--- config.mk ---
export PLATFORM = sky130hd
export DESIGN_NAME = pipe_share_arb
export DESIGN_NICKNAME = d
export VERILOG_FILES = /design/src/rtl/pipe_share_arb.sv
export SDC_FILE = /design/constraint.sdc
export NUM_CORES = 1
export LEC_CHECK = 0
export CAP_MARGIN = 30
export CORE_AREA = 5 5 60 46
export CTS_CLUSTER_DIAMETER = 80
export DETAILED_ROUTE_END_ITERATION = 10
export DIE_AREA = 0 0 65 51
export GPL_ROUTABILITY_DRIVEN = 0
export PLACE_DENSITY = 0.91
export SLEW_MARGIN = 20
export SYNTH_ARGS = -nofsm -noshare
export SYNTH_HDL_FRONTEND = slang
export SYNTH_SLANG_ARGS = --single-unit
--- constraint.sdc ---
create_clock -name clk -period 2.9 [get_ports clk]
set_input_delay 0.725 -clock clk [delete_from_list [all_inputs] [get_ports clk]]
set_output_delay 0.725 -clock clk [all_outputs]
set_load 0.05 [all_outputs]
--- src/rtl/pipe_share_arb.sv ---
// pipe_share_arb: round-robin sharing of one fixed-latency, no-stall register
// pipeline among NREQ requesters. A tag shift register follows each in-flight
// slot so the pipeline tail can be steered back to its owner as a response
// pulse. An IDLE/RUN/DRAIN FSM lets the owner quiesce the pipeline.
//
// Optional build macro: PIPE_SHARE_STATS_EN
//   defined   -> per-requester saturating 16-bit grant counters on grant_cnt
//   undefined -> grant_cnt tied to zero, no counter flops
module pipe_share_arb #(
    parameter int NREQ     = 2,
    parameter int PIPE_LAT = 2,
    parameter int DW       = 4
) (
    input  logic                 clk,
    input  logic                 rst,
    input  logic                 en,
    input  logic [NREQ-1:0]      req_valid,
    input  logic [NREQ*DW-1:0]   req_data,
    output logic [NREQ-1:0]      req_ready,
    output logic [DW-1:0]        pipe_din,
    input  logic [DW-1:0]        pipe_dout,
    output logic [NREQ-1:0]      rsp_valid,
    output logic [DW-1:0]        rsp_data,
    output logic                 busy,
    output logic                 idle,
    output logic [NREQ*16-1:0]   grant_cnt
);

    localparam int IW = (NREQ > 1) ? $clog2(NREQ) : 1;

    typedef enum logic [1:0] {
        S_IDLE  = 2'd0,
        S_RUN   = 2'd1,
        S_DRAIN = 2'd2
    } state_t;

    state_t                        state_q;
    logic   [IW-1:0]               rr_ptr_q, rr_ptr_d;
    logic   [PIPE_LAT-1:0]         tag_vld_q, tag_vld_d;
    logic   [PIPE_LAT-1:0][IW-1:0] tag_id_q, tag_id_d;

    logic                          grant_en;
    logic                          grant_any;
    logic   [IW-1:0]               grant_idx;

    // Grants only while running and still enabled; en falling in RUN
    // suppresses the grant in that same cycle.
    assign grant_en = (state_q == S_RUN) && en;

    // Round-robin search starting at rr_ptr, ascending with wrap.
    always_comb begin
        int idx;
        idx       = 0;
        grant_any = 1'b0;
        grant_idx = '0;
        if (grant_en) begin
            for (int k = 0; k < NREQ; k++) begin
                idx = (int'(rr_ptr_q) + k) % NREQ;
                if (!grant_any && req_valid[idx]) begin
                    grant_any = 1'b1;
                    grant_idx = IW'(idx);
                end
            end
        end
    end

    // One-hot ready, head payload mux and pointer advance past the winner.
    always_comb begin
        req_ready = '0;
        pipe_din  = '0;
        rr_ptr_d  = rr_ptr_q;
        if (grant_any) begin
            req_ready[grant_idx] = 1'b1;
            pipe_din             = req_data[grant_idx*DW +: DW];
            rr_ptr_d             = (grant_idx == IW'(NREQ - 1)) ? '0 : grant_idx + 1'b1;
        end
    end

    // Tag chain mirrors the pipeline: entry 0 records this cycle's grant.
    always_comb begin
        tag_vld_d    = '0;
        tag_id_d     = '0;
        tag_vld_d[0] = grant_any;
        tag_id_d[0]  = grant_idx;
        for (int k = 1; k < PIPE_LAT; k++) begin
            tag_vld_d[k] = tag_vld_q[k-1];
            tag_id_d[k]  = tag_id_q[k-1];
        end
    end

    // Arbiter pointer and tag chain state; reset discards in-flight tags.
    always_ff @(posedge clk or posedge rst) begin
        if (rst) begin
            rr_ptr_q  <= '0;
            tag_vld_q <= '0;
            tag_id_q  <= '0;
        end else begin
            rr_ptr_q  <= rr_ptr_d;
            tag_vld_q <= tag_vld_d;
            tag_id_q  <= tag_id_d;
        end
    end

    // Enable/drain FSM; DRAIN always runs to an empty pipeline before IDLE.
    always_ff @(posedge clk or posedge rst) begin
        if (rst) begin
            state_q <= S_IDLE;
        end else begin
            case (state_q)
                S_IDLE:  if (en) state_q <= S_RUN;
                S_RUN:   if (!en) state_q <= S_DRAIN;
                S_DRAIN: if (tag_vld_d == '0) state_q <= S_IDLE;
                default: state_q <= S_IDLE;
            endcase
        end
    end

    // Steer the pipeline tail back to the owner of the oldest slot.
    always_comb begin
        rsp_valid = '0;
        for (int i = 0; i < NREQ; i++) begin
            rsp_valid[i] = tag_vld_q[PIPE_LAT-1] && (tag_id_q[PIPE_LAT-1] == IW'(i));
        end
    end

    assign rsp_data = pipe_dout;
    assign busy     = |tag_vld_q;
    assign idle     = (state_q == S_IDLE) && !busy;

`ifdef PIPE_SHARE_STATS_EN
    logic [NREQ-1:0][15:0] cnt_q, cnt_d;

    // Saturating per-requester grant counters.
    always_comb begin
        cnt_d = cnt_q;
        for (int i = 0; i < NREQ; i++) begin
            if (grant_any && (grant_idx == IW'(i)) && (cnt_q[i] != 16'hFFFF)) begin
                cnt_d[i] = cnt_q[i] + 16'd1;
            end
        end
    end

    // Counter state, cleared only by reset.
    always_ff @(posedge clk or posedge rst) begin
        if (rst) begin
            cnt_q <= '0;
        end else begin
            cnt_q <= cnt_d;
        end
    end

    // Flatten counters onto the output port.
    always_comb begin
        grant_cnt = '0;
        for (int i = 0; i < NREQ; i++) begin
            grant_cnt[i*16 +: 16] = cnt_q[i];
        end
    end
`else
    assign grant_cnt = '0;
`endif

endmodule

==> results of run 1 <==
## worst max-delay path: cells and delay by family
family          cells  cell delay (ps)
compound gates      2              350
buf+inv             2              740
simple gates        1              200
## where the power goes
group          leakage, nW  switching (mW)  internal (mW)
sequential          0.0919          0.0123          0.107
clock               0.0150          0.0351         0.0525
combinational        0.292           0.149         0.0559
total                0.399           0.196          0.216
## cells in the mapped netlist
cell	number	area share
dfrtp_1	7	0.27
buf_6	1	0.017
a21boi_4	1	0.029
and2_1	1	0.0097
inv_1	1	0.0058
nand2b_4	1	0.021
nand2b_1	1	0.0097
nand3_1	1	0.0077
buf_4	36	0.42
or2_2	1	0.0097
a32oi_1	4	0.054
nor2_1	8	0.046
nand2_2	1	0.0097
conb_1	1	0.0058
nor2b_4	1	0.021
o21ai_0	1	0.0077
o2bb2ai_1	1	0.014
nand2_1	1	0.0058
nor3_1	1	0.0077
nor2b_1	1	0.0097
and3_1	1	0.0097
nand3b_1	1	0.012
## registers in the layout, indices dropped and copies added, names as in the netlist
name / cells
tag_id_d: 1
state_q: 2
rr_ptr_q: 1
tag_vld_q: 2
tag_id_q: 1
## area by class of cell
type / count / area [sq um] / area share
Tap cell: 24 / 30.0 / 0.0366
Clock buffer: 4 / 26.3 / 0.0321
Sequential cell: 7 / 175 / 0.214
Timing Repair Buffer: 22 / 280 / 0.342
Multi-Input combinational cell: 59 / 304 / 0.371
Inverter: 1 / 3.75 / 0.00458
## per-layer routing
layer | GRT usage | part of all wire
met1 | 0.0762 | 0.34
met2 | 0.121 | 0.45
met3 | 0.0636 | 0.19
met4 | 0.0526 | 0.015
met5 | 0 | 0
## through the flow
step	hold slack, ps	power [mW]
2_1_floorplan	331	0.325
5_1_grt	351	0.437
4_1_cts	342	0.417
6_report	337	0.412
3_3_place_gp	336	0.321
3_5_place_dp	339	0.325
## cell families (layout without fill, tap and decap cells)
logic type	count (synthesis)	in the layout	synth area share
AO/OA/AOI/OAI	7	7	0.104
buffers and inverters	38	27	0.440
other	1	32	0.00579
flip-flops	7	7	0.270
AND/OR/NAND/NOR	20	20	0.180
## worst paths after layout
kind	startpoint	to	slack (ps)	depth (start not counted)
worst max-delay path	req_valid[1]	pipe_din[0]	170	5
worst min-delay path	tag_id_d[1]	tag_id_q[1]	340	0
worst max register to register	state_q[1]	rr_ptr_q	1950	3
worst min register to register	tag_id_d[1]	tag_id_q[1]	340	0
max in group asynchronous	rst	state_q[0]	1990	2
min in group asynchronous	rst	tag_vld_q[1]	700	2
==> metrics, run 1 <==
status=finished clean; die area=3320 sq um; mean post-synth cell area=8.88 sq um; fmax=366 MHz; yosys warns=0; Clock Pin Slew Worst Setup and Hold Paths=60 ps; Routed WL=1.29 mm; flops & latches, synth=7; Post-Syn Instances=73; power density over the cells=503 nW/um^2; library cells used by synthesis=22; post-route ant nets=0; vias=449; Finished Layout Cells=117; critical path fanouts, max=8; most frequent cells in the layout=32 x conb_1, 16 x clkdlybuf4s50_1, 8 x nor2_1; initial antenna violation count=0; TritonCTS clock tree=built; CP required=2170 ps; die width=65 microns; CTS resizes=0; Worst Path Arrival=2010 ps; final net count=111; fillers=215; post-route cell area=820 sq um; htree depth=1; placed cell area=793 sq um; Tcrit/Tclk final=0.943; post-CTS setup repair buffer count=0; crit path launch type=input pin; cts hold-fix bufs=0; maximum vdd drop=0.000166 V; worst slack, placed=154 ps; RSZ-0062 raised after global routing=false; placed insts=113; fin util=0.393; commonest non-fill, non-tap cell in the layout=conb_1; Ant. Diodes=0; final setup fails=0; HP Class=flip-flop to flip-flop; vias in the first global route=429; register area share after synthesis=0.270; critical path class=input pin to output pin; slew of the pin with the lowest slew margin=500 ps; crit path capture type=output pin; Slew headroom=0.666; Cell Rows=14; port bufs=22; TritonCTS Sinks=7; clk_lat worst skew=250 ps; CTS Buf Count=3; Final min period=2730 ps; share of cells above drive strength 1=0.151; drt wl/cell=11.0 microns; Layout area overhead=26.4%; gr usage total=0.0803; hpwl dp=1.12 mm; Fin Clk Skew=9.28 ps; LEAKAGE=0.399 nW; CTS root buffer=clkbuf_4; Detailed Route Iter0 Violations=0; Die H=51 microns; Max Slew Vio Count=0; Hold Fails Final Rpt=0; CP Cell Sequence=clkdlybuf4s50_1, a21boi_4, a32oi_1, nor2_1, buf_12; Max stage delay cell, worst path=clkdlybuf4s50_1; first-pass GRT wire length=1.95 mm; largest stage delay on the critical path=570 ps; TNS Setup=0 ps; GRT Residual Overflow=0; DR DRC count=0; Mapped Area=648 sq um; Initial Utilization=0.311; largest net degree at the start of global routing=9; DR vias/cell=3.84; core area=2080 sq um; Max-Cap Viols=0; 1st-pass router iterations=1; Final Worst Setup Slack=167 ps; CTS Buffer Depth=2; IO Pins=63
Note: power is estimated with default switching activity, not from simulation.
==> run 2: changes to the inputs <==
- CORE_AREA: 5 5 60 46 -> 2 2 57 43
- DIE_AREA: 0 0 65 51 -> 0 0 59 45
==> run 2 against run 1 <==
Effect of this change: final cell count is the same; critical path depth unchanged; utilization grew 0.33 points; fmax shrank 0.66%; sequential share of layout area stayed put; hold slack gained 8.0 ps; wire length down 15%; sequential power barely moved; combinational power about the same; clock power shrank 3.5%; clock-buffer cell count did not move; critical endpoint is now pipe_din[3]; largest power group unchanged; highest routed layer is now met3.
==> metrics, run 2 (synthesis results as in run 1) <==
crit path launch type=input pin (unchanged); GRT Residual Overflow=0 (unchanged); worst flop-to-flop path startpoint=state_q[1] (unchanged); TritonCTS Sinks=7 (unchanged); most frequent cells in the layout=32 x conb_1, 16 x clkdlybuf4s50_1, 8 x nor2_1 (unchanged); cts hold-fix bufs=0 (unchanged); Power Total=0.407 mW (was 0.412 mW); Routed WL=1.09 mm (was 1.29 mm); Clock Pin Slew Worst Setup and Hold Paths=50 ps (was 60 ps); CP required=2170 ps (about the same); Worst Path Arrival=2030 ps (was 2010 ps); Critical R2R Capture=rr_ptr_q (unchanged); status=finished clean (unchanged); CTS Buffer Depth=2 (unchanged); Max-Cap Viols=0 (unchanged); hpwl dp=963 microns (was 1.12 mm); Hold Fails Final Rpt=0 (unchanged); vias in the first global route=378 (was 429); final setup fails=0 (unchanged); IO Pins=63 (unchanged); LEAKAGE=0.399 nW (unchanged); Worst Reg-to-Reg Cells=3 (unchanged); vias=436 (was 449); Slew headroom=0.667 (was 0.666); top flop regs=state_q x2, tag_vld_q x2 (unchanged); origin of the worst setup path=req_valid[1] (unchanged); largest net degree at the start of global routing=9 (unchanged); commonest non-fill, non-tap cell in the layout=conb_1 (unchanged); die area=2660 sq um (was 3320 sq um); hold depth=0 (unchanged); critical path fanouts, max=8 (unchanged); worst hold endpoint=tag_id_q[1] (unchanged); Fin Clk Skew=0.172 ps (was 9.28 ps); clk_lat worst skew=240 ps (was 250 ps); drt wl/cell=9.32 microns (was 11.0 microns); Cell Rows=14 (unchanged); share of cells above drive strength 1=0.151 (unchanged); power density over the cells=497 nW/um^2 (was 503 nW/um^2); fmax=363 MHz (was 366 MHz); critical path class=input pin to output pin (unchanged); TritonCTS clock tree=built (unchanged); post-route ant nets=0 (unchanged); Tcrit/Tclk final=0.949 (was 0.943); first-pass GRT wire length=1.68 mm (was 1.95 mm); Initial Utilization=0.314 (was 0.311); R2R setup slack=1960 ps (was 1950 ps); CTS resizes=0 (unchanged); RSZ-0062 raised after global routing=false (unchanged); 1st-pass router iterations=2 (was 1); Die H=45 microns (was 51 microns); DR DRC count=0 (unchanged); CTS Buf Count=3 (unchanged); Detailed Route Iter0 Violations=6 (was 0); Final min period=2750 ps (was 2730 ps); CTS root buffer=clkbuf_4 (unchanged); hold_sp=tag_id_d[1] (unchanged); final net count=111 (unchanged); DR vias/cell=3.73 (was 3.84); TNS Setup=0 ps (unchanged); core area=2070 sq um (was 2080 sq um); HP Class=flip-flop to flip-flop (unchanged); die width=59 microns (was 65 microns); maximum vdd drop=0.000184 V (was 0.000166 V); initial antenna violation count=0 (unchanged); Max Slew Vio Count=0 (unchanged); crit path capture type=output pin (unchanged); port bufs=22 (unchanged); slew of the pin with the lowest slew margin=497 ps (was 500 ps); Ant. Diodes=0 (unchanged); htree depth=1 (unchanged); Layout area overhead=26.4% (unchanged); post-CTS setup repair buffer count=0 (unchanged); gr usage total=0.0912 (was 0.0803)
## run 2: through the flow
| stage | utilization | cell area, sq um | setup slack [ps] | instances | hold slack [ps] |
|---|---|---|---|---|---|
| after floorplan | - | 764 | 299 | 104 | 331 |
| after global placement | 0.384 | 793 | 216 | 113 | 336 |
| after detailed placement | 0.384 | 793 | 143 | 113 | 335 |
| after CTS | 0.396 | 820 | 144 | 117 | 343 |
| after global routing | 0.396 | 820 | 64.4 | 117 | 350 |
| final | 0.396 | 820 | 148 | 117 | 344 |
## run 2: final cells by class
cell class / instances / area [sq um]
tap: 24 / 30.0
fill: 212 / 1250
sequential: 7 / 175
timing repair buffer: 22 / 280
inverter: 1 / 3.75
clock buffer: 4 / 26.3
multi-input combinational: 59 / 304
## run 2: worst max-delay path: stages
cell and delay [ps]:
clkdlybuf4s50_1 570, a21boi_4 270, a32oi_1 70, nor2_1 210, buf_12 170
## run 2: worst max path at each step
stage                        to  slack, ps  cells past startpoint
finish              pipe_din[3]        150                      5
global route        pipe_din[3]         60                      5
CTS                 pipe_din[3]        140                      5
detailed placement  pipe_din[3]        140                      5
global placement    pipe_din[3]        220                      5
floorplan                  idle        300                      2
## run 2: routing by layer
layer / global-route usage / vias to the layer above / part of all wire
met5: 0 / - / 0
met4: 0.0636 / 0 / 0
met3: 0.0573 / 0 / 0.12
met2: 0.138 / 36 / 0.50
met1: 0.0938 / 189 / 0.38
li1: - / 211 / -
## run 2: power breakdown
group / leakage (nW) / switching (mW) / internal (mW) / total (mW)
combinational: 0.292 / 0.148 / 0.0559 / 0.204
clock: 0.0150 / 0.0323 / 0.0523 / 0.0845
sequential: 0.0919 / 0.0117 / 0.108 / 0.119
total: 0.399 / 0.192 / 0.216 / 0.407
